[src/rtl/vram_arbiter.sv]
// Arbitrates display fetch, refresh and VDP cpu access onto one VRAM controller port.
// Define VRAM_ARB_STATS_EN to build the cpu worst-case wait tracker on stat_wait_max.
module vram_arbiter #(
  parameter int REFRESH_INTERVAL = 1620,
  parameter int START_TIMEOUT    = 7
) (
  input  logic        clk,
  input  logic        reset,
  input  logic        dsp_req,
  output logic        dsp_ack,
  output logic        dsp_done,
  input  logic [22:0] dsp_addr,
  output logic [31:0] dsp_rdata,
  input  logic        cpu_req,
  output logic        cpu_ack,
  output logic        cpu_done,
  input  logic        cpu_we,
  input  logic [22:0] cpu_addr,
  input  logic [15:0] cpu_wdata,
  input  logic [31:0] cpu_wdata32,
  input  logic [1:0]  cpu_wdm,
  output logic [15:0] cpu_rdata,
  output logic        mem_read,
  output logic        mem_write,
  output logic        mem_refresh,
  output logic [22:0] mem_addr,
  output logic [15:0] mem_din,
  output logic [31:0] mem_din32,
  output logic [1:0]  mem_wdm,
  input  logic [15:0] mem_dout,
  input  logic [31:0] mem_dout32,
  input  logic        mem_busy,
  output logic        err_timeout,
  output logic [15:0] stat_wait_max
);

  localparam int RW = $clog2(REFRESH_INTERVAL + 1);
  localparam int TW = $clog2(START_TIMEOUT + 1);

  typedef enum logic [1:0] {
    S_IDLE, S_ISSUE, S_WAIT_START, S_WAIT_DONE
  } state_t;

  typedef enum logic [1:0] {
    O_DSP, O_CPU, O_REF
  } owner_t;

  state_t      r_state;
  owner_t      r_owner;
  logic        r_is_rd;
  logic [TW-1:0] r_to_cnt;
  logic [RW-1:0] r_ref_cnt;
  logic        r_ref_pend;
  logic [1:0]  r_streak;
  logic        r_dsp_ack, r_cpu_ack;
  logic        r_dsp_done, r_cpu_done;
  logic        r_rd, r_wr, r_rf;
  logic [22:0] r_addr;
  logic [15:0] r_din;
  logic [31:0] r_din32;
  logic [1:0]  r_wdm;
  logic [31:0] r_dsp_rdata;
  logic [15:0] r_cpu_rdata;
  logic        r_err;

  logic w_idle_ok, w_others, w_skip;
  logic w_g_dsp, w_g_ref, w_g_cpu;
  logic w_wrap, w_fin_ok, w_fin_to, w_fin;

  assign w_idle_ok = (r_state == S_IDLE) && !mem_busy;
  assign w_others  = cpu_req || r_ref_pend;
  // Two back-to-back display grants with others waiting forces one non-display grant
  assign w_skip    = (r_streak == 2'd2) && w_others;
  assign w_g_dsp   = w_idle_ok && dsp_req && !w_skip;
  assign w_g_ref   = w_idle_ok && r_ref_pend && !w_g_dsp;
  assign w_g_cpu   = w_idle_ok && cpu_req && !w_g_dsp && !r_ref_pend;
  assign w_wrap    = (r_ref_cnt == RW'(REFRESH_INTERVAL - 1));
  assign w_fin_ok  = (r_state == S_WAIT_DONE) && !mem_busy;
  assign w_fin_to  = (r_state == S_WAIT_START) && !mem_busy &&
                     (r_to_cnt == TW'(START_TIMEOUT - 1));
  assign w_fin     = w_fin_ok || w_fin_to;

  always_ff @(posedge clk or posedge reset) begin
    if (reset) begin
      r_ref_cnt  <= '0;
      r_ref_pend <= 1'b0;
    end else begin
      r_ref_cnt <= w_wrap ? '0 : r_ref_cnt + 1'b1;
      if (w_g_ref)
        r_ref_pend <= 1'b0;
      else if (w_wrap)
        r_ref_pend <= 1'b1;
    end
  end

  always_ff @(posedge clk or posedge reset) begin
    if (reset) begin
      r_state     <= S_IDLE;
      r_owner     <= O_DSP;
      r_is_rd     <= 1'b0;
      r_to_cnt    <= '0;
      r_streak    <= 2'd0;
      r_dsp_ack   <= 1'b0;
      r_cpu_ack   <= 1'b0;
      r_dsp_done  <= 1'b0;
      r_cpu_done  <= 1'b0;
      r_rd        <= 1'b0;
      r_wr        <= 1'b0;
      r_rf        <= 1'b0;
      r_addr      <= '0;
      r_din       <= '0;
      r_din32     <= '0;
      r_wdm       <= '0;
      r_dsp_rdata <= '0;
      r_cpu_rdata <= '0;
      r_err       <= 1'b0;
    end else begin
      r_dsp_ack  <= 1'b0;
      r_cpu_ack  <= 1'b0;
      r_dsp_done <= 1'b0;
      r_cpu_done <= 1'b0;
      r_rd       <= 1'b0;
      r_wr       <= 1'b0;
      r_rf       <= 1'b0;
      unique case (r_state)
        S_IDLE: begin
          r_to_cnt <= '0;
          if (w_g_dsp) begin
            r_dsp_ack <= 1'b1;
            r_owner   <= O_DSP;
            r_is_rd   <= 1'b1;
            r_addr    <= dsp_addr;
            r_din     <= '0;
            r_din32   <= '0;
            r_wdm     <= '0;
            r_streak  <= w_others ? r_streak + 2'd1 : 2'd0;
            r_state   <= S_ISSUE;
          end else if (w_g_ref) begin
            r_owner  <= O_REF;
            r_is_rd  <= 1'b0;
            r_addr   <= '0;
            r_din    <= '0;
            r_din32  <= '0;
            r_wdm    <= '0;
            r_streak <= 2'd0;
            r_state  <= S_ISSUE;
          end else if (w_g_cpu) begin
            r_cpu_ack <= 1'b1;
            r_owner   <= O_CPU;
            r_is_rd   <= !cpu_we;
            r_addr    <= cpu_addr;
            r_din     <= cpu_wdata;
            r_din32   <= cpu_wdata32;
            r_wdm     <= cpu_wdm;
            r_streak  <= 2'd0;
            r_state   <= S_ISSUE;
          end
        end
        S_ISSUE: begin
          r_rf    <= (r_owner == O_REF);
          r_rd    <= (r_owner != O_REF) && r_is_rd;
          r_wr    <= (r_owner == O_CPU) && !r_is_rd;
          r_state <= S_WAIT_START;
        end
        S_WAIT_START: begin
          if (mem_busy)
            r_state <= S_WAIT_DONE;
          else if (w_fin_to) begin
            r_err   <= 1'b1;
            r_state <= S_IDLE;
          end else
            r_to_cnt <= r_to_cnt + 1'b1;
        end
        S_WAIT_DONE: begin
          if (!mem_busy)
            r_state <= S_IDLE;
        end
      endcase
      // A timed-out read completes with zero data
      if (w_fin) begin
        r_dsp_done <= (r_owner == O_DSP);
        r_cpu_done <= (r_owner == O_CPU);
        if (r_is_rd && r_owner == O_DSP)
          r_dsp_rdata <= w_fin_ok ? mem_dout32 : '0;
        if (r_is_rd && r_owner == O_CPU)
          r_cpu_rdata <= w_fin_ok ? mem_dout : '0;
      end
    end
  end

`ifdef VRAM_ARB_STATS_EN
  logic [15:0] r_wait;
  logic [15:0] r_wait_max;
  logic [15:0] w_wait_nx;

  assign w_wait_nx = (r_wait == 16'hFFFF) ? r_wait : r_wait + 16'd1;

  always_ff @(posedge clk or posedge reset) begin
    if (reset) begin
      r_wait     <= '0;
      r_wait_max <= '0;
    end else begin
      if (w_g_cpu) begin
        r_wait <= '0;
        if (w_wait_nx > r_wait_max)
          r_wait_max <= w_wait_nx;
      end else if (cpu_req && !r_cpu_ack)
        r_wait <= w_wait_nx;
      else
        r_wait <= '0;
    end
  end

  assign stat_wait_max = r_wait_max;
`else
  assign stat_wait_max = 16'h0000;
`endif

  assign dsp_ack     = r_dsp_ack;
  assign dsp_done    = r_dsp_done;
  assign dsp_rdata   = r_dsp_rdata;
  assign cpu_ack     = r_cpu_ack;
  assign cpu_done    = r_cpu_done;
  assign cpu_rdata   = r_cpu_rdata;
  assign mem_read    = r_rd;
  assign mem_write   = r_wr;
  assign mem_refresh = r_rf;
  assign mem_addr    = r_addr;
  assign mem_din     = r_din;
  assign mem_din32   = r_din32;
  assign mem_wdm     = r_wdm;
  assign err_timeout = r_err;

endmodule
[config.mk]
export PLATFORM = sky130hd
export DESIGN_NAME = vram_arbiter
export DESIGN_NICKNAME = d
export VERILOG_FILES = /design/src/rtl/vram_arbiter.sv
export SDC_FILE = /design/constraint.sdc
export NUM_CORES = 1
export LEC_CHECK = 0
export CELL_PAD_IN_SITES_DETAIL_PLACEMENT = 2
export CELL_PAD_IN_SITES_GLOBAL_PLACEMENT = 2
export CORE_ASPECT_RATIO = 0.7
export CORE_UTILIZATION = 25
export CTS_CLUSTER_DIAMETER = 100
export CTS_CLUSTER_SIZE = 40
export DETAILED_ROUTE_END_ITERATION = 7
export PLACE_DENSITY_LB_ADDON = 0.1
export SYNTH_ARGS = -nofsm -noshare
export SYNTH_HDL_FRONTEND = slang
export SYNTH_SLANG_ARGS = --single-unit
[constraint.sdc]
create_clock -name clk -period 7.1 [get_ports clk]
set_input_delay 1.42 -clock clk [delete_from_list [all_inputs] [get_ports clk]]
set_output_delay 1.42 -clock clk [all_outputs]
set_load 0.005 [all_outputs]
==> results.sh, run 1 <==
export IMPL_reg2reg_depth=4
export IMPL_die_width_um=192
export IMPL_first_global_vias=5846
export IMPL_route_vias_total=5123
export IMPL_avgSynthCellArea_um2=11.9
export IMPL_grt_pass1_wl_um=34000
export IMPL_relSlewSlack_pct=18.2
export IMPL_start_kind="input port"
export IMPL_design_die_area_um2=25800
export IMPL_die_y_um=135
export IMPL_htree_num_levels=4
export IMPL_rows=48
export IMPL_skew_ns=0.00858
export IMPL_synth_distinct_cells=39
export IMPL_drv_cap=0
export IMPL_fillerInstances=2527
export IMPL_drc=0
export IMPL_critPathMaxFanout=25
export IMPL_synth_top_area_cell="dfrtp_1"
export IMPL_setup_viol=0
export IMPL_cts_buffer_depth=2
export IMPL_nets=953
export IMPL_hold_start="err_timeout"
export IMPL_crit_buf_inv=1
export IMPL_cts_tree="built"
export IMPL_r2r_slack_ns=4.76
export IMPL_power_frac_comb_pct=36.0
export IMPL_critPathMaxStageDelay_ns=0.90
export IMPL_clock_power_share_pct=26.5
export IMPL_worstPathCellList="clkdlybuf4s50_1 -> nor3_4 -> and3_1 -> o21ai_0 -> o21ai_0"
export IMPL_start_util_pct=25.5
export IMPL_instances_no_fill=1138
export IMPL_area_growth_pct=57.8
export IMPL_critPathRequiredTime_ns=7.44
export IMPL_gr_total_overflow=0
export IMPL_numCtsBuffers=17
export IMPL_cts_clk_slew_worst_paths_ns=0.06
export IMPL_first_pass_iters=5
export IMPL_worstReg2RegEnd="r_streak[0]"
export IMPL_wire_per_inst_um=19.4
export IMPL_antenna_found_initial=2
export IMPL_via_per_inst=4.50
export IMPL_grt_setup_unrepaired="false"
export IMPL_end_kind="flip-flop"
export IMPL_cts_sinks=151
export IMPL_fmax_mhz=298
export IMPL_worst_hold_path_type="reg2reg"
export IMPL_whs_path_depth=1
export IMPL_detail_route_antenna_nets=0
export IMPL_synth_area_um2=6300
export IMPL_yosysWarnings=0
export IMPL_root_buffer="clkbuf_16"
export IMPL_hold_viol=0
export IMPL_swShare_pct=29.4
export IMPL_cp_arrival_ns=3.69
export IMPL_ctsResizeCount=0
export IMPL_p_int_mw=2.67
export IMPL_worst_pin_slew_ns=1.22
export IMPL_crit_type="in2reg"
export IMPL_place_gp_congestion=0.771
export IMPL_pwr_share_seq_pct=37.5
export IMPL_outcome="finished clean"
export IMPL_dp_hpwl_um=15900
export IMPL_synthTopCellsByArea="dfrtp_1, mux2i_1, a22o_1"
export IMPL_cts_setup_buffers=0
export IMPL_synthCells=531
export IMPL_tns_ns=0
export IMPL_post_route_period_util_pct=47.3
export IMPL_cp_top_family="simple AND/OR/NAND/NOR gates"
export IMPL_hold_path_end="err_timeout"
export IMPL_finalWirelength_um=22100
export IMPL_dp_cells=1105
export IMPL_ys_ff_latch=151
export IMPL_grt_max_degree=105
export IMPL_drtIter0Drc=235
export IMPL_synth_top_area_share_pct=60.0
export IMPL_core_area_um2=24700
export IMPL_reg2reg_from="r_state[1]"
export IMPL_clkLatencyLatePin_ns=0.43
export IMPL_io_pin_count=295
export IMPL_fin_crit_ns=3.36
export IMPL_power_per_cell_area_nw_per_um2=380
export IMPL_irDropWorstVdd_v=0.000177
export IMPL_port_buffers=278
export IMPL_drive_above_1_share_pct=5.91
export IMPL_slew_violations=0
export IMPL_yosysSeqAreaShare_pct=60.0
export IMPL_crit_slowest_cell="and3_1"
export IMPL_p_leak_nw=4.66
export IMPL_grtUsageTotal_pct=17.5
export IMPL_holdBufCountCts=0
export IMPL_p_sw_mw=1.11
export IMPL_cp_common_cell="o21ai_0"
[sequential cells by signal, summed over array words and instances, names as in the netlist, 2 cells and up]
register and cells:
mem_addr 23, dsp_rdata 32, mem_din32 32, r_state 2
mem_din 16, r_streak 2, r_owner 2, mem_wdm 2
r_to_cnt 3, cpu_rdata 16, r_ref_cnt 11
[routing by layer]
metal / wire [um] / vias up / GRT usage, %
met4: 485 / 2 / 6.04
met1: 8760 / 2595 / 20.1
met3: 2010 / 30 / 7.90
met2: 10900 / 174 / 28.7
met5: 13 / - / 0
li1: - / 2322 / -
[through the flow]
stage	setup slack (ns)	hold WS, ns	area [um^2]	utilization, %	power, mW
floorplan	1.62	0.448	6350	-	1.89
global placement	3.39	0.468	9290	37.6	2.75
detailed placement	3.29	0.479	9290	37.6	2.81
CTS	3.74	0.490	9930	40.2	3.85
global route	3.56	0.516	9940	40.3	3.99
finish	3.74	0.482	9940	40.3	3.78
[power by group through the flow]
stage	Sequential, mW	Clock [mW]	Combinational (mW)
finish	1.42	1.00	1.36
CTS	1.42	1.03	1.39
floorplan	1.40	0	0.488
global route	1.46	1.06	1.48
global placement	1.40	0	1.35
detailed placement	1.42	0	1.39
[layout by cell type (no fill, tap or decap), types with 2 or more instances in the layout]
cell type        instances
clkdlybuf4s50_1        278
nand4_1                  4
conb_1                  16
nand2b_1                 4
nand2_1                 56
dfrtp_1                151
a222oi_1                23
bufinv_16                5
nand3_1                  4
a21oi_1                  3
xnor2_1                  5
ha_1                     4
inv_1                   77
mux2i_1                 49
clkbuf_16               17
and4_1                   2
and3_1                   3
xor2_1                   4
clkinvlp_4               4
buf_4                    3
mux2_2                   2
nor2_1                  11
clkinv_2                 5
a22o_1                  52
o21ai_0                  9
[cells by family after synthesis]
family	after synthesis	share of synthesized area [%]
compound gates	92	12.6
xor+xnor	9	1.25
fa+ha+maj	4	0.795
buf+inv	125	9.42
flops	151	60.0
mux	51	8.15
other cells	1	0.0596
simple gates	98	7.75
[synthesized netlist by cell type (all sizes together)]
cell	n
dfrtp	151
inv	78
nand2	57
a22o	52
mux2i	49
buf	40
a222oi	23
nor2	12
o21ai	9
clkbuf	7
nand3	5
xnor2	5
ha	4
nand2b	4
nand4	4
xor2	4
a21oi	3
and3	3
and4	2
and4b	2
mux2	2
nor3	2
nor4	2
a21o	1
a31o	1
a31oi	1
a32o	1
and2	1
conb	1
nor2b	1
nor4b	1
o31ai	1
or2	1
or4b	1
[worst reg2reg max path, stage by stage (launching register included)]
cell and delay, ns:
dfrtp_1 0.50, nor3_4 0.38, and3_1 0.90, o21ai_0 0.26, o21ai_0 0.22
[worst max path at each step]
stage / from / endpoint / slack (ns) / depth (start not counted)
2_1_floorplan: reset / cpu_ack / 1.62 / 1
3_3_place_gp: cpu_req / mem_addr[9] / 3.39 / 5
3_5_place_dp: cpu_req / mem_addr[10] / 3.29 / 5
4_1_cts: cpu_req / mem_addr[10] / 3.74 / 5
5_1_grt: cpu_req / mem_addr[11] / 3.56 / 5
6_report: mem_busy / r_streak[0] / 3.74 / 5
[area by class of cell]
cell class / instances / area (um^2) / share of cell area, %
flip-flops and latches: 151 / 3780 / 38.0
inverters: 78 / 298 / 3.00
diodes: 1 / 2.50 / 0.0252
clock buffers: 18 / 439 / 4.42
multi-input cells: 270 / 2000 / 20.1
clock inverters: 14 / 205 / 2.07
well taps: 325 / 407 / 4.09
repair buffers: 281 / 2810 / 28.2
Power figures use the tool's default switching activity.
==> run 2, diff against run 1 <==
- clock period: 7.1 -> 3.3 ns (I/O delays scaled with it)
==> run 2 against run 1 <==
Final cell count increased by 0.44%. Sequential share of layout area about the same. Core utilization up 0.051 points. Non-clock buffer count grew 8. Register-to-register slack got worse by 3.6 ns. Via count up 0.18%. Combinational power grew 120%. Highest routed layer is now met4.
==> results.sh, run 2 (synthesized netlist as in run 1, its figures left out) <==
export IMPL_outcome="finished clean"
export IMPL_area_growth_pct=58.0
export IMPL_cts_setup_buffers=0
export IMPL_root_buffer="clkbuf_16"
export IMPL_port_buffers=278
export IMPL_route_vias_total=5132
export IMPL_irDropWorstVdd_v=0.000332
export IMPL_crit_type="in2reg"
export IMPL_power_frac_comb_pct=37.8
export IMPL_dp_cells=1113
export IMPL_antenna_found_initial=2
export IMPL_worst_hold_path_type="reg2reg"
export IMPL_reg2reg_depth=7
export IMPL_antenna_cells=0
export IMPL_hold_start="err_timeout"
export IMPL_grtUsageTotal_pct=17.2
export IMPL_clkLatencyLatePin_ns=0.42
export IMPL_first_pass_iters=6
export IMPL_worst_pin_slew_ns=0.545
export IMPL_fmax_mhz=439
export IMPL_reg2reg_from="r_to_cnt[0]"
export IMPL_slew_violations=0
export IMPL_drive_above_1_share_pct=6.11
export IMPL_critPathMaxFanout=19
export IMPL_p_int_mw=5.48
export IMPL_place_gp_congestion=0.757
export IMPL_rows=48
export IMPL_drc=0
export IMPL_hold_path_end="err_timeout"
export IMPL_final_cell_area_um2=9950
export IMPL_via_per_inst=4.49
export IMPL_drv_cap=0
export IMPL_whs_path_depth=1
export IMPL_tns_ns=0
export IMPL_worstReg2RegEnd="dsp_rdata[1]"
export IMPL_io_pin_count=295
export IMPL_detail_route_antenna_nets=0
export IMPL_dp_hpwl_um=16000
export IMPL_skew_ns=0.00740
export IMPL_htree_num_levels=4
export IMPL_cts_tree="built"
export IMPL_instances_no_fill=1143
export IMPL_start_util_pct=25.5
export IMPL_nets=961
export IMPL_r2r_slack_ns=1.17
export IMPL_holdBufCountCts=0
export IMPL_cts_sinks=151
export IMPL_clock_power_share_pct=23.3
export IMPL_grt_pass1_wl_um=33600
export IMPL_core_area_um2=24700
export IMPL_critPathRequiredTime_ns=3.63
export IMPL_setup_viol=0
export IMPL_cts_clk_slew_worst_paths_ns=0.06
export IMPL_place_area_um2=9410
export IMPL_cts_buffer_depth=2
export IMPL_cp_arrival_ns=2.61
export IMPL_grt_max_degree=65
export IMPL_pwr_share_seq_pct=38.9
export IMPL_ctsResizeCount=0
export IMPL_layout_commonest_cell="clkdlybuf4s50_1"
export IMPL_grt_setup_unrepaired="false"
export IMPL_design_die_area_um2=25800
export IMPL_first_global_vias=5860
export IMPL_most_common_layout_cells="clkdlybuf4s50_1, dfrtp_1, inv_1, nand2_1, a22o_1"
export IMPL_power_per_cell_area_nw_per_um2=786
export IMPL_p_sw_mw=2.33
export IMPL_numCtsBuffers=17
export IMPL_finalWirelength_um=21900
export IMPL_wire_per_inst_um=19.1
export IMPL_die_width_um=192
export IMPL_relSlewSlack_pct=63.4
export IMPL_post_route_period_util_pct=69.0
export IMPL_die_y_um=135
export IMPL_drtIter0Drc=231
export IMPL_gr_total_overflow=0
export IMPL_p_leak_nw=4.68
export IMPL_start_kind="input port"
export IMPL_fin_crit_ns=2.28
export IMPL_hold_viol=0
export IMPL_finish_utilization_pct=40.3
export IMPL_swShare_pct=29.9
export IMPL_end_kind="flip-flop"
## run 2: layout make-up
| type | count | area [um^2] |
|---|---|---|
| fillers | 2527 | 14700 |
| flip-flops and latches | 151 | 3780 |
| repair buffers | 289 | 2930 |
| multi-input cells | 270 | 2000 |
| clock buffers | 27 | 523 |
| well taps | 325 | 407 |
| inverters | 78 | 297 |
| clock inverters | 3 | 15.0 |
## run 2: layer usage
metal / wire length (um) / vias up / track usage (%) / share of wire (%)
met4: 236 / 0 / 4.23 / 1.1
met2: 10600 / 160 / 28.1 / 48
met3: 2070 / 22 / 8.21 / 9.5
li1: - / 2335 / - / -
met5: 0 / - / 0 / 0
met1: 8970 / 2615 / 20.4 / 41
## run 2: worst max-delay path, stage by stage
cell and delay (ns):
clkdlybuf4s50_1 0.55, nand2b_1 0.31, nor4_2 0.25, nand2_2 0.35, buf_12 0.29, mux2i_1 0.18
## run 2: worst max path at each step
| stage | startpoint | slack, ns | end | cells after the start |
|---|---|---|---|---|
| 2_1_floorplan | reset | 0.74 | cpu_ack | 1 |
| 3_3_place_gp | mem_busy | 0.66 | dsp_rdata[0] | 6 |
| 3_5_place_dp | mem_busy | 0.55 | dsp_rdata[1] | 6 |
| 4_1_cts | mem_busy | 0.99 | dsp_rdata[1] | 6 |
| 5_1_grt | mem_busy | 0.90 | dsp_rdata[30] | 6 |
| 6_report | mem_busy | 1.02 | dsp_rdata[1] | 6 |
## run 2: power groups by stage
stage / registers, mW / clock network (mW) / logic [mW]
finish: 3.04 / 1.82 / 2.96
global placement: 3.02 / 0 / 2.92
floorplan: 3.01 / 0 / 1.05
CTS: 3.06 / 1.90 / 3.03
global route: 3.13 / 1.96 / 3.21
detailed placement: 3.05 / 0 / 3.01
## run 2: through the flow
step / hold slack, ns / total power, mW / worst slack (ns)
floorplan: 0.448 / 4.06 / 0.737
global placement: 0.459 / 5.94 / 0.664
detailed placement: 0.472 / 6.06 / 0.551
CTS: 0.485 / 7.98 / 0.989
global route: 0.501 / 8.30 / 0.897
finish: 0.480 / 7.82 / 1.02
